--- src/rtl/sample_frame_sequencer.sv ---
// sample_frame_sequencer
//   Paces ADC capture with an internal sample strobe. Each capture shifts a
//   new sample into a 16-deep, 18-bit sliding window. A frame is snapshotted
//   once the window first fills, and then every HOP captures. Each frame is
//   offered to the spectrum engine over a valid/ready handshake.
//
// Parameters
//   SAMPLE_DIV  clk_25 cycles per sample tick (2 .. 2^19-1)
//   HOP         new captures between successive frames (1 .. 16)
//   DEPTH       window depth, fixed at 16 (rd_addr is 4 bits wide)
//
// Ports
//   clk_25       system clock, the only clock
//   rst_n        asynchronous active-low reset
//   enable       run sampling and scheduling while high
//   adc_sample   12-bit unsigned ADC result, captured on tick edges
//   sample_tick  one-cycle strobe; the capture happens on the edge that ends it
//   frame_valid  snapshot available to the consumer
//   frame_ready  consumer accepts the snapshot
//   rd_addr      snapshot read index, 0 = newest sample
//   rd_data      snapshot word, registered (1-cycle read latency)
//   frame_seq    frames issued, wraps modulo 256
//   overrun_cnt  frames dropped while the consumer was busy, saturates at 255
module sample_frame_sequencer #(
  parameter int SAMPLE_DIV = 10000,
  parameter int HOP        = 8,
  parameter int DEPTH      = 16
) (
  input  logic        clk_25,
  input  logic        rst_n,
  input  logic        enable,
  input  logic [11:0] adc_sample,
  output logic        sample_tick,
  output logic        frame_valid,
  input  logic        frame_ready,
  input  logic [3:0]  rd_addr,
  output logic [17:0] rd_data,
  output logic [7:0]  frame_seq,
  output logic [7:0]  overrun_cnt
);

  localparam int SW = 18;
  localparam int CW = (SAMPLE_DIV > 2) ? $clog2(SAMPLE_DIV) : 1;
  localparam int AW = $clog2(DEPTH);

  localparam logic [CW-1:0] DIV_MAX  = CW'(SAMPLE_DIV - 1);
  localparam logic [AW-1:0] FILL_MAX = AW'(DEPTH - 1);
  localparam logic [AW-1:0] HOP_MAX  = AW'(HOP - 1);

  typedef enum logic [1:0] {
    IDLE = 2'd0,
    FILL = 2'd1,
    RUN  = 2'd2
  } state_t;

  state_t                   state;
  logic [CW-1:0]            tick_cnt;
  logic [AW-1:0]            fill_cnt;
  logic [AW-1:0]            hop_cnt;
  logic [DEPTH-1:0][SW-1:0] live;
  logic [DEPTH-1:0][SW-1:0] snap;
  logic [DEPTH-1:0][SW-1:0] win_nxt;
  logic                     frame_evt;
  logic                     accept;
  logic                     snap_load;

  // ---------------------------------------------------------------------------
  // Sample strobe. The counter idles at 0 while disabled, so the first tick
  // after enable rises lands SAMPLE_DIV cycles later.
  // ---------------------------------------------------------------------------
  assign sample_tick = enable && (tick_cnt == DIV_MAX);

  always_ff @(posedge clk_25 or negedge rst_n) begin
    if (!rst_n)                      tick_cnt <= '0;
    else if (!enable || sample_tick) tick_cnt <= '0;
    else                             tick_cnt <= tick_cnt + 1'b1;
  end

  // ---------------------------------------------------------------------------
  // Post-shift window. This is the next value of the live window on a tick
  // edge. A snapshot taken on the same edge reuses it, so the snapshot already
  // holds the sample being captured.
  // ---------------------------------------------------------------------------
  for (genvar i = 0; i < DEPTH; i++) begin : g_win
    if (i == 0) begin : g_head
      assign win_nxt[i] = {adc_sample, 6'b0};
    end else begin : g_tail
      assign win_nxt[i] = live[i-1];
    end
  end

  // The live window and the snapshot survive IDLE; only reset clears them.
  always_ff @(posedge clk_25 or negedge rst_n) begin
    if (!rst_n)           live <= '0;
    else if (sample_tick) live <= win_nxt;
  end

  always_ff @(posedge clk_25 or negedge rst_n) begin
    if (!rst_n)         snap <= '0;
    else if (snap_load) snap <= win_nxt;
  end

  always_ff @(posedge clk_25 or negedge rst_n) begin
    if (!rst_n) rd_data <= '0;
    else        rd_data <= snap[rd_addr];
  end

  // ---------------------------------------------------------------------------
  // Frame scheduling
  // ---------------------------------------------------------------------------
  always_comb begin
    frame_evt = 1'b0;
    if (sample_tick) begin
      case (state)
        FILL:    frame_evt = (fill_cnt == FILL_MAX);
        RUN:     frame_evt = (hop_cnt == HOP_MAX);
        default: frame_evt = 1'b0;
      endcase
    end
  end

  assign accept = frame_valid && frame_ready;
  // A frame event may load when the slot is empty, or when the current frame
  // is being accepted on the same edge (back-to-back frames, no overrun).
  assign snap_load = frame_evt && (!frame_valid || frame_ready);

  always_ff @(posedge clk_25 or negedge rst_n) begin
    if (!rst_n) begin
      state       <= IDLE;
      fill_cnt    <= '0;
      hop_cnt     <= '0;
      frame_valid <= 1'b0;
      frame_seq   <= '0;
      overrun_cnt <= '0;
    end else if (!enable) begin
      // A pending frame is abandoned. frame_seq and overrun_cnt persist.
      state       <= IDLE;
      fill_cnt    <= '0;
      hop_cnt     <= '0;
      frame_valid <= 1'b0;
    end else begin
      case (state)
        IDLE: state <= FILL;
        FILL: begin
          if (sample_tick) begin
            if (fill_cnt == FILL_MAX) begin
              state   <= RUN;
              hop_cnt <= '0;
            end else begin
              fill_cnt <= fill_cnt + 1'b1;
            end
          end
        end
        RUN: begin
          // The hop count restarts on every frame event, including dropped ones.
          if (sample_tick) hop_cnt <= (hop_cnt == HOP_MAX) ? '0 : hop_cnt + 1'b1;
        end
        default: state <= IDLE;
      endcase

      if (snap_load) begin
        frame_valid <= 1'b1;
        frame_seq   <= frame_seq + 1'b1;
      end else if (frame_evt) begin
        // The consumer still holds the previous frame. Drop the new one.
        if (overrun_cnt != 8'hFF) overrun_cnt <= overrun_cnt + 1'b1;
      end else if (accept) begin
        frame_valid <= 1'b0;
      end
    end
  end

endmodule

--- config.mk ---
export PLATFORM = sky130hd
export DESIGN_NAME = sample_frame_sequencer
export DESIGN_NICKNAME = d
export VERILOG_FILES = /design/src/rtl/sample_frame_sequencer.sv
export SDC_FILE = /design/constraint.sdc
export NUM_CORES = 1
export LEC_CHECK = 0
export ABC_AREA = 0
export CAP_MARGIN = 15
export CORE_MARGIN = 2
export CORE_UTILIZATION = 47
export DETAILED_ROUTE_END_ITERATION = 10
export PLACE_DENSITY = 0.74
export SLEW_MARGIN = 30
export SYNTH_ARGS = -nofsm -noshare
export SYNTH_HDL_FRONTEND = slang
export SYNTH_SLANG_ARGS = --single-unit
--- constraint.sdc ---
create_clock -name clk_25 -period 2.65 [get_ports clk_25]
set_input_delay 0.6625 -clock clk_25 [delete_from_list [all_inputs] [get_ports clk_25]]
set_output_delay 0.6625 -clock clk_25 [all_outputs]
set_load 0.02 [all_outputs]
==> Flow_metrics.wiki <==
{| class="wikitable"
! Metric !! Value
|-
| Kind of start point of the critical path || register
|-
| Row count || 71
|-
| Clock root buffer || sky130_fd_sc_hd__clkbuf_16
|-
| Post-CTS setup buffers || 0
|-
| Worst-case clock buffer depth || 3
|-
| Maximum clock frequency || 0.3908 GHz
|-
| Routability Congestion || 0.7526
|-
| Most instantiated flip-flop cell in the synthesis netlist || sky130_fd_sc_hd__dfrtp_1
|-
| Required time worst endpoint || 1.99 ns
|-
| Maximum level of the CTS H-tree || 2
|-
| Cell area power density || 644.3 nW/um^2
|-
| Non-filler instance count after layout || 2446
|-
| Capturing element type of the critical path || output pin
|-
| Post-Syn Area || 17700 um^2
|-
| Count of unresolved DRC violations after routing || 0
|-
| GRT Total Usage || 0.1963
|-
| Placed cell count || 2368
|-
| Nets@finish || 1931
|-
| Filler cell count in the final layout || 3150
|-
| Leakage Power || 10.97 nW
|-
| Sink Count || 425
|-
| Number of global-route vias before repair || 12500
|-
| Critical path cell sequence || nor4_4, nand4_4, inv_6, clkdlybuf4s15_2
|-
| Summed area of non-filler cells in the final layout || 20380 um^2
|-
| Critical Path Start || tick_cnt[6]
|-
| Switching fraction of total power || 0.2140
|-
| Seq cells post-synth || 425
|-
| Vias post-DR || 12280
|-
| Number of antenna-violating nets in the routed design || 0
|-
| Number of antenna violations at the first check in global routing || 0
|-
| Yosys warning count || 0
|-
| Kind of critical path || reg -> out
|-
| Data arrival time of the critical path || 1.90 ns
|-
| Total global routing overflow || 0
|-
| Normalized max-slew margin || 0.4184
|-
| Total clock buffers created by CTS || 43
|-
| First-pass GRT wire length || 62380 um
|-
| Crit path max-delay cell type || sky130_fd_sc_hd__dfrtp_1
|-
| Critical path peak fanout || 5
|-
| DRT Wirelength || 35600 um
|-
| Clock slew at reported path FFs || 0.06 ns
|-
| Mean cell area of the mapped netlist || 9.498 um^2
|-
| WL per Instance || 14.55 um
|-
| Transition time of the tightest slew-check pin || 0.8724 ns
|-
| Sw power || 0.002811 W
|-
| Sequential share of the synthesized area || 0.6007
|-
| TritonCTS clock tree || yes
|-
| Die height || 198.1 um
|-
| Worst R2R Start || tick_cnt[6]
|-
| Combinational power share || 0.034
|-
| Router iterations before antenna repair || 4
|-
| Area of the die || 39240 um^2
|-
| Final Max Slew Viols || 0
|-
| Proportion of layout cells with a drive suffix above 1 || 0.09819
|-
| Slowest cell delay on critical path || 0.45 ns
|-
| Count of buffering cells on the critical path with inverters included || 2
|-
| Cell internal power dissipation || 0.01032 W
|-
| Effective utilization at floorplan || 0.4734
|-
| Number of flops mapped to enable cells by yosys || 0
|-
| Largest net degree at the start of global routing || 182
|-
| Floorplan Core Area || 37400 um^2
|-
| Final worst-path cycle share || 0.9657
|-
| Hold Buf Count CTS || 0
|-
| Clk pwr share || 0.469
|-
| Sequential cell fraction of total power || 0.497
|-
| Worst setup skew after layout || 0.02110 ns
|-
| Category of cells accounting for the largest share of critical-path delay || simple AND/OR/NAND/NOR gates
|-
| RSZ-0062 raised after global routing || false
|-
| Outcome || finished clean
|-
| IO buf count || 49
|-
| Violation count after the first detailed-route iteration || 971
|-
| Cells after Synth || 1864
|-
| Area growth from synthesis to layout || 15.14%
|-
| Hold Path Class || in -> async
|-
| Synth cell types || 39
|-
| Post-route minimum period || 2.559 ns
|-
| Ports || 56
|-
| Routed vias/inst || 5.019
|-
| Die Wd || 198.1 um
|-
| Max IR drop VDD || 0.0004333 V
|-
| Final Hold Viols || 0
|-
| Worst skew pair latency || 0.55 ns
|-
| Diodes inserted || 0
|-
| Total of max-cap violations || 0
|-
| Instance area at placement || 18910 um^2
|-
| Detail Placement HPWL || 21490 um
|-
| Number of endpoints failing setup at the final stage || 0
|-
| Proportion of synthesized flip-flops having asynchronous set or reset || 1.000
|}
-- worst paths after layout --
check	endpoint	slack, ns	cells past startpoint
setup / recovery	sample_tick	0.09	4
setup reg to reg	live[65]	0.44	8
min in group clk_25	snap[194]	0.46	2
hold reg to reg	snap[194]	0.46	2
max in group asynchronous	snap[103]	1.84	2
hold / removal	rd_data[14]	0.07	1
-- routing by layer --
metal,vias up,GRT usage,wire length (um)
li1,5925,-,-
met1,6075,0.2769,16470
met2,228,0.3206,16990
met3,49,0.03202,1534
met4,0,0.04873,607
met5,-,0,0
-- area by class of cell --
class | instances | area, um^2 | area share
flip-flops and latches | 425 | 10640 | 0.5217
clock buffers | 56 | 1226 | 0.06015
multi-input cells | 1335 | 6594 | 0.3235
repair buffers | 91 | 1030 | 0.05052
well taps | 511 | 639.4 | 0.03137
inverters | 6 | 27.53 | 0.001350
clock inverters | 22 | 232.7 | 0.01142
-- timing repair --
action / CTS / global route
resized for setup: 5 / 1
setup endpoints to repair: 1 / 1
pin swaps: 1 / 1
-- registers in the layout, indices dropped and copies added (netlist names) --
signal,flops
snap,192
live,180
tick_cnt,14
frame_valid,1
fill_cnt,4
rd_data,12
state,2
hop_cnt,4
overrun_cnt,8
frame_seq,8
-- power groups by stage --
stage	clock [W]	combinational, W	sequential [W]
finish	0.00616	0.000449	0.00652
global route	0.00657	0.000512	0.00652
CTS	0.00630	0.000463	0.00652
detailed placement	0	0.000463	0.00664
global placement	0	0.000452	0.00664
floorplan	0	0.000188	0.00664
-- cells in the final DEF (no fill, tap or decap), types with 2 or more instances in the layout --
master,netlist,routed
sky130_fd_sc_hd__and3_1,6,5
sky130_fd_sc_hd__nor3_1,5,5
sky130_fd_sc_hd__clkbuf_1,48,4
sky130_fd_sc_hd__nor4_1,2,2
sky130_fd_sc_hd__nand3_1,13,13
sky130_fd_sc_hd__nand2b_1,2,2
sky130_fd_sc_hd__clkbuf_8,0,8
sky130_fd_sc_hd__mux2i_1,2,2
sky130_fd_sc_hd__o21ai_0,8,8
sky130_fd_sc_hd__nand2_1,1140,1140
sky130_fd_sc_hd__conb_1,1,6
sky130_fd_sc_hd__buf_4,22,25
sky130_fd_sc_hd__xnor2_1,20,20
sky130_fd_sc_hd__nand4_1,10,10
sky130_fd_sc_hd__bufinv_16,0,4
sky130_fd_sc_hd__ha_1,9,9
sky130_fd_sc_hd__inv_6,0,2
sky130_fd_sc_hd__inv_1,5,5
sky130_fd_sc_hd__clkinv_2,0,14
sky130_fd_sc_hd__mux4_2,60,60
sky130_fd_sc_hd__clkinv_4,0,2
sky130_fd_sc_hd__clkbuf_16,0,44
sky130_fd_sc_hd__xor2_1,8,8
sky130_fd_sc_hd__clkdlybuf4s50_1,0,45
sky130_fd_sc_hd__dfrtp_1,425,425
sky130_fd_sc_hd__o21a_1,2,2
sky130_fd_sc_hd__nand4_4,0,2
sky130_fd_sc_hd__buf_12,0,18
sky130_fd_sc_hd__nor2_1,25,25
sky130_fd_sc_hd__nor4_4,1,2
-- metrics by stage --
step / setup WS, ns / util / hold WS (ns) / total power [W] / TNS (ns)
finish: 0.09098 / 0.5450 / 0.07211 / 0.01313 / 0
floorplan: 0.2940 / - / 0.3669 / 0.006827 / 0
global route: 0.01240 / 0.5450 / 0.1090 / 0.01360 / 0
detailed placement: -0.2427 / 0.5056 / 0.4499 / 0.007103 / -3.265
CTS: 0.03111 / 0.5449 / 0.08432 / 0.01328 / 0
global placement: -0.2402 / 0.5056 / 0.4434 / 0.007091 / -1.271
-- kinds of logic after synthesis --
kind of cell               Yosys count  share of synthesized area
AOI/OAI and AO/OA                   16                   0.005654
xor gates and xnor gates            28                    0.01385
adders and majority gates            9                   0.006361
buffers and inverters              109                    0.02982
DFF                                425                     0.6007
muxes                               63                    0.07809
other                                1                  0.0002118
and+or+nand+nor                   1213                     0.2653
-- synth_stat cells, types with 2 or more instances --
master	instances	area, um^2
sky130_fd_sc_hd__and3_1	6	37.54
sky130_fd_sc_hd__buf_1	4	15.01
sky130_fd_sc_hd__buf_2	29	145.1
sky130_fd_sc_hd__buf_4	22	165.2
sky130_fd_sc_hd__clkbuf_1	48	180.2
sky130_fd_sc_hd__dfrtp_1	425	10640
sky130_fd_sc_hd__ha_1	9	112.6
sky130_fd_sc_hd__inv_1	5	18.77
sky130_fd_sc_hd__mux2i_1	2	20.02
sky130_fd_sc_hd__mux4_2	60	1351
sky130_fd_sc_hd__nand2_1	1140	4279
sky130_fd_sc_hd__nand2b_1	2	12.51
sky130_fd_sc_hd__nand3_1	13	65.06
sky130_fd_sc_hd__nand4_1	10	62.56
sky130_fd_sc_hd__nand4_2	2	25.02
sky130_fd_sc_hd__nor2_1	25	93.84
sky130_fd_sc_hd__nor3_1	5	25.02
sky130_fd_sc_hd__nor4_1	2	12.51
sky130_fd_sc_hd__o21a_1	2	15.01
sky130_fd_sc_hd__o21ai_0	8	40.04
sky130_fd_sc_hd__xnor2_1	20	175.2
sky130_fd_sc_hd__xor2_1	8	70.07
No activity file was read; power rests on OpenSTA's default activity.
